## src/rtl/apb_reg_slave.sv

```systemverilog
`default_nettype none
// ============================================================================
//  Module   : apb_reg_slave
//  Purpose  : APB3 completer front-end for the peripheral register bank.
//             Turns an APB setup/access pair into a single-cycle write
//             strobe towards the bank and returns the bank's current
//             register contents on prdata. Zero wait states by default.
//
//  Ports    : clk, resetn           - clock / asynchronous active-low reset
//             psel, penable, pwrite - APB control
//             paddr, pwdata         - APB byte address / write data
//             prdata, pready,
//             pslverr               - APB completion (all registered)
//             reg_rdata_flat        - bank contents, reg i at [i*W +: W]
//             reg_apb_wen,
//             reg_apb_addr,
//             reg_apb_wdata         - one-cycle write strobe to the bank
//
//  Options  : APB_REG_WAIT_EN - when defined, every transfer carries one
//             wait state (3-cycle transfer); prdata is re-sampled in the
//             wait cycle and a psel drop in the wait cycle aborts without
//             a write strobe.
//
//  Revision : 1.0 - initial release
// ============================================================================
module apb_reg_slave #(
    parameter int APB_DATA_WIDTH = 32,
    parameter int APB_ADDR_WIDTH = 12,
    parameter int REG_NUM        = 8,
    localparam int LOG2          = $clog2(REG_NUM)
) (
    input  logic                              clk,
    input  logic                              resetn,
    input  logic                              psel,
    input  logic                              penable,
    input  logic                              pwrite,
    input  logic [APB_ADDR_WIDTH-1:0]         paddr,
    input  logic [APB_DATA_WIDTH-1:0]         pwdata,
    output logic [APB_DATA_WIDTH-1:0]         prdata,
    output logic                              pready,
    output logic                              pslverr,
    input  logic [REG_NUM*APB_DATA_WIDTH-1:0] reg_rdata_flat,
    output logic                              reg_apb_wen,
    output logic [APB_DATA_WIDTH-1:0]         reg_apb_wdata,
    output logic [LOG2-1:0]                   reg_apb_addr
);

    typedef enum logic [1:0] {
        S_IDLE   = 2'd0,
        S_ACCESS = 2'd1,
        S_WAIT   = 2'd2
    } state_t;

    state_t r_state;

    // ------------------------------------------------------------------
    // Unpacked view of the bank so a register can be selected by index.
    // ------------------------------------------------------------------
    logic [APB_DATA_WIDTH-1:0] w_regs [REG_NUM];

    generate
        for (genvar gi = 0; gi < REG_NUM; gi++) begin : g_unpack
            assign w_regs[gi] = reg_rdata_flat[gi*APB_DATA_WIDTH +: APB_DATA_WIDTH];
        end
    endgenerate

    // ------------------------------------------------------------------
    // Setup-phase decode. The word index is taken from the byte address;
    // anything outside the word-aligned register window is an error.
    // The index range test only matters when REG_NUM is not a power of 2.
    // ------------------------------------------------------------------
    logic [LOG2-1:0]           w_index;
    logic                      w_misaligned;
    logic                      w_high_bits;
    logic                      w_over_range;
    logic                      w_err;
    logic                      w_setup;
    logic [APB_DATA_WIDTH-1:0] w_rd_word;

    assign w_index      = paddr[LOG2+1:2];
    assign w_misaligned = (paddr[1:0] != 2'b00);
    assign w_high_bits  = ((paddr >> (LOG2 + 2)) != '0);
    assign w_over_range = ({1'b0, w_index} >= (LOG2+1)'(REG_NUM));
    assign w_err        = w_misaligned | w_high_bits | w_over_range;
    assign w_setup      = psel & ~penable;
    assign w_rd_word    = w_over_range ? '0 : w_regs[w_index];

`ifdef APB_REG_WAIT_EN
    // Transfer attributes held across the wait cycle.
    logic                      r_write;
    logic                      r_err;
    logic [LOG2-1:0]           r_index;
    logic [APB_DATA_WIDTH-1:0] r_wdata;
    logic [APB_DATA_WIDTH-1:0] w_wait_rd_word;

    assign w_wait_rd_word = w_regs[r_index];
`endif

    // ------------------------------------------------------------------
    // Control FSM with registered outputs. The outputs for the completing
    // (access) cycle are loaded on the edge that leaves the previous
    // state, so they are valid throughout the access cycle itself.
    // ------------------------------------------------------------------
    always_ff @(posedge clk or negedge resetn) begin
        if (!resetn) begin
            r_state       <= S_IDLE;
            prdata        <= '0;
            pready        <= 1'b0;
            pslverr       <= 1'b0;
            reg_apb_wen   <= 1'b0;
            reg_apb_wdata <= '0;
            reg_apb_addr  <= '0;
`ifdef APB_REG_WAIT_EN
            r_write       <= 1'b0;
            r_err         <= 1'b0;
            r_index       <= '0;
            r_wdata       <= '0;
`endif
        end else begin
            case (r_state)
                S_IDLE: begin
                    pready      <= 1'b0;
                    pslverr     <= 1'b0;
                    reg_apb_wen <= 1'b0;
                    prdata      <= '0;
                    // penable without a preceding setup is ignored here.
                    if (w_setup) begin
`ifdef APB_REG_WAIT_EN
                        r_write <= pwrite;
                        r_err   <= w_err;
                        r_index <= w_index;
                        r_wdata <= pwdata;
                        r_state <= S_WAIT;
`else
                        r_state <= S_ACCESS;
                        pready  <= 1'b1;
                        pslverr <= w_err;
                        if (!pwrite && !w_err) begin
                            prdata <= w_rd_word;
                        end
                        if (pwrite && !w_err) begin
                            reg_apb_wen   <= 1'b1;
                            reg_apb_addr  <= w_index;
                            reg_apb_wdata <= pwdata;
                        end
`endif
                    end
                end

`ifdef APB_REG_WAIT_EN
                S_WAIT: begin
                    if (!psel) begin
                        // Abort: nothing has been issued to the bank yet.
                        r_state       <= S_IDLE;
                        pready        <= 1'b0;
                        pslverr       <= 1'b0;
                        reg_apb_wen   <= 1'b0;
                        prdata        <= '0;
                        reg_apb_addr  <= '0;
                        reg_apb_wdata <= '0;
                    end else begin
                        r_state <= S_ACCESS;
                        pready  <= 1'b1;
                        pslverr <= r_err;
                        if (!r_write && !r_err) begin
                            prdata <= w_wait_rd_word;
                        end else begin
                            prdata <= '0;
                        end
                        if (r_write && !r_err) begin
                            reg_apb_wen   <= 1'b1;
                            reg_apb_addr  <= r_index;
                            reg_apb_wdata <= r_wdata;
                        end
                    end
                end
`endif

                S_ACCESS: begin
                    // Completing cycle; paddr/pwdata here are don't-care.
                    r_state     <= S_IDLE;
                    pready      <= 1'b0;
                    pslverr     <= 1'b0;
                    reg_apb_wen <= 1'b0;
                    prdata      <= '0;
                    if (!psel) begin
                        reg_apb_addr  <= '0;
                        reg_apb_wdata <= '0;
                    end
                end

                default: begin
                    r_state     <= S_IDLE;
                    pready      <= 1'b0;
                    pslverr     <= 1'b0;
                    reg_apb_wen <= 1'b0;
                    prdata      <= '0;
                end
            endcase
        end
    end

endmodule
`default_nettype wire

```

## config.mk

```make
export PLATFORM = sky130hd
export DESIGN_NAME = apb_reg_slave
export DESIGN_NICKNAME = d
export VERILOG_FILES = /design/src/rtl/apb_reg_slave.sv
export SDC_FILE = /design/constraint.sdc
export NUM_CORES = 1
export LEC_CHECK = 0
export ABC_AREA = 1
export BUFFER_PORTS_ARGS = -buffer_cell sky130_fd_sc_hd__buf_2
export CORE_AREA = 2 2 146 148
export CTS_BUF_LIST = sky130_fd_sc_hd__clkbuf_4 sky130_fd_sc_hd__clkbuf_8
export DETAILED_ROUTE_END_ITERATION = 6
export DIE_AREA = 0 0 148 150
export GPL_TIMING_DRIVEN = 0
export PLACE_DENSITY_LB_ADDON = 0.2
export SKIP_LAST_GASP = 1
export SLEW_MARGIN = 25
export SYNTH_ARGS = -nofsm -noshare
export SYNTH_HDL_FRONTEND = slang
export SYNTH_SLANG_ARGS = --single-unit
```

## constraint.sdc

```tcl
create_clock -name clk -period 2.15 [get_ports clk]
set_input_delay 0.43 -clock clk [delete_from_list [all_inputs] [get_ports clk]]
set_output_delay 0.43 -clock clk [all_outputs]
set_load 0.01 [all_outputs]
```

==> implementation parameters <==
Parameter                              Value

Global routing
  Pin count of the biggest net entering global routing ... 52
  Via count of the first global-routing pass ... 6672
  Grt ovf ... 0
  Total GRT Usage ... 0.2184
  Wire length of the first global-routing pass ... 36740 um
  Number of antenna violations at the first check in global routing ... 0

Clock tree
  Sinks on Clock Net ... 71
  Clk_lat worst skew ... 0.37 ns
  Clock-pin slew on the worst setup and hold paths ... 0.08 ns
  Number of instances resized during post-cts repair ... 0
  Clk buf depth ... 2
  Number of setup buffers added after CTS ... 0
  TritonCTS clock tree ... built
  Inserted Clock Buffers ... 9
  Post-CTS Hold Fix Bufs ... 1
  H-tree levels ... 3
  Buffer cell driving the clock tree root ... sky130_fd_sc_hd__clkbuf_8

Synthesis
  Yosys warnings ... 0
  Cell type contributing the most total cell area after synthesis ... sky130_fd_sc_hd__dfrtp_1
  Share of the yosys chip area belonging to registers ... 0.3521
  Distinct cells, synth ... 16
  Post-synthesis cell count ... 811
  Most area-consuming cells after synthesis ... sky130_fd_sc_hd__dfrtp_1 35%, sky130_fd_sc_hd__nand2_1 17%, sky130_fd_sc_hd__nand3_1 17%
  Fraction of synthesized cell area taken by the top area cell type ... 0.3521
  Mapped cell area ... 0.005046 mm2
  Post-synthesis area per instance ... 6.222 um2
  Nets in the synthesized netlist ... 1116
  Synthesis-stage register bit count ... 71

Worst setup path
  Critical-path top delay cell ... sky130_fd_sc_hd__nor2_1
  Class of the most critical setup path ... flop to flop
  Most numerous cell on the critical path ... sky130_fd_sc_hd__nor2_1
  Setup crit end kind ... flop
  Kind of start point of the critical path ... flop
  Crit Path Max Fanout ... 10
  CP Cell Sequence ... nor2_2, nand2_2, nor2_1, buf_2, nand3_1, nor2_1
  Reg2Reg Setup Slack ... 0.33 ns
  Worst endpoint data arrival time ... 2.12 ns
  Slowest cell delay on critical path ... 0.48 ns
  Required time of the critical path ... 2.45 ns
  R2R cell count ... 6
  Buffers and inverters on the worst path ... 1
  Number of logic stages on the critical path including buffering ... 6
  Delay-heaviest family, CP ... simple AND/OR/NAND/NOR gates

Run
  Max-cap violations ... 0

STA
  Hold Vio Cnt, Final ... 0
  Finish-stage setup viols ... 0
  Worst setup skew after layout ... 0.007231 ns
  Transition time at the pin with the least slew margin ... 0.6011 ns
  RSZ-0062 raised after global routing ... false
  Normalized max-slew margin ... 0.5978
  Final critical-path setup slack ... 0.3267 ns
  Final critical-path share of the clock period ... 0.8480
  Final min period ... 1.823 ns
  Max-slew violation count ... 0
  Total negative setup slack ... 0 ns
  Maximum clock frequency ... 0.5485 GHz

Hold path
  Class of the most critical hold timing path ... input port to flop
  Worst hold path stage count ... 3

Floorplanning
  Die X-Extent ... 148 um
  Die footprint ... 0.02220 mm2
  Area of the core ... 0.02069 mm2
  Chip height ... 150 um
  Row Count ... 53
  I/O pin count ... 375
  Initial Util ... 0.2439

Placement
  Placed Instances ... 1459
  Pre-CTS WS ... 0.1159 ns
  Routability-driven placement congestion ratio ... 0.8785
  HPWL after detailed placement ... 20500 um
  Number of buffers inserted by port buffering ... 372

Routing
  Remaining number of nets flagged by the antenna check after routing ... 0
  Remaining routing DRC violations ... 0
  Detail-routed via count per cell ... 4.525
  Routed Wire Length ... 24950 um
  Length of the first detailed-routing pass in iterations ... 5
  Total vias in the final route ... 6683
  Drt initial violations ... 237
  Routed WL per cell ... 16.89 um

Status
  Run status ... finished clean

Layout
  Post-layout instance count excluding filler cells ... 1477
  Most used cells in the layout excluding fill and tap cells ... 390 x sky130_fd_sc_hd__buf_2, 229 x sky130_fd_sc_hd__nand2_1, 167 x sky130_fd_sc_hd__nand3_1
  Fraction of layout instances using a drive strength above 1 ... 0.3622
  Commonest non-fill, non-tap cell in the layout ... sky130_fd_sc_hd__buf_2
  Area added between synthesis and finish ... 47.98%
  Number of nets in the layout ... 1501

Power and ir drop
  Static leakage ... 4.361 nW
  Total power density per cell area ... 427.4 mW/mm2
  Maximum ir drop on the vdd rail ... 0.0002294 V
final timing paths:
kind | from | end
max in group asynchronous | resetn | pready
max | r_state[0] | prdata[15]
min reg2reg | reg_apb_wdata[1] | reg_apb_wdata[1]
min | pwdata[25] | reg_apb_wdata[25]
max reg2reg | r_state[0] | prdata[15]
min in group asynchronous | resetn | prdata[15]
registers in the layout (all words and copies together), names as in the netlist:
register,count
reg_apb_addr,3
reg_apb_wdata,32
prdata,32
r_state,1
reg_apb_wen,1
pslverr,1
pready,1
where the power goes:
| group | internal, mW | total, mW | switching (mW) |
|---|---|---|---|
| Combinational | 0.375 | 0.849 | 0.474 |
| Sequential | 1.34 | 1.34 | 0.00161 |
| Clock | 0.418 | 1.00 | 0.585 |
| Total | 2.13 | 3.19 | 1.06 |
per-layer routing:
metal  vias to the layer above  global-route usage  wire length (um)
met5                         -                   0                 0
met1                      2979              0.2765             10610
met2                       272              0.3729             12030
met4                         0             0.06381               447
li1                       3407                   -                 -
met3                        25             0.04848              1860
Yosys cell counts, drive strengths merged:
cell type,count
buf,45
dfrtp,71
nor2,169
clkbuf,22
nand2,231
o21ai,96
nand3,167
inv,10
stage by stage:
step	cell area [um2]	hold slack [ns]	utilization	power [mW]
final	7467	0.2878	0.3609	3.191
after global routing	7465	0.2672	0.3608	3.394
after CTS	7465	0.2554	0.3608	3.248
after detailed placement	7282	0.3664	0.3520	2.223
after global placement	7252	0.4772	0.3505	2.215
after floorplan	5046	0.1344	-	1.762
final cells by class:
type,count,area [um2]
buffer,67,391.6
antenna,1,2.502
inverter,10,37.54
sequential,71,1777
timing repair buffer,374,1902
clock inverter,7,48.80
fill,2364,13220
tap,275,344.1
multi-input combinational,663,2840
clock buffer,9,123.9
worst min-delay path, delay by kind of cell:
kind / cells / cell delay (ns)
and+or+nand+nor: 2 / 0.12
buffers and inverters: 1 / 0.08
logic make-up (layout without fill, tap and decap cells):
family	Yosys count	in the layout	synth area share
DFF	71	71	0.3521
AOI/OAI and AO/OA	96	96	0.09521
buffers and inverters	77	467	0.08505
and+or+nand+nor	567	567	0.4676
other	0	1	0
No activity file was read; power rests on OpenSTA's default activity.
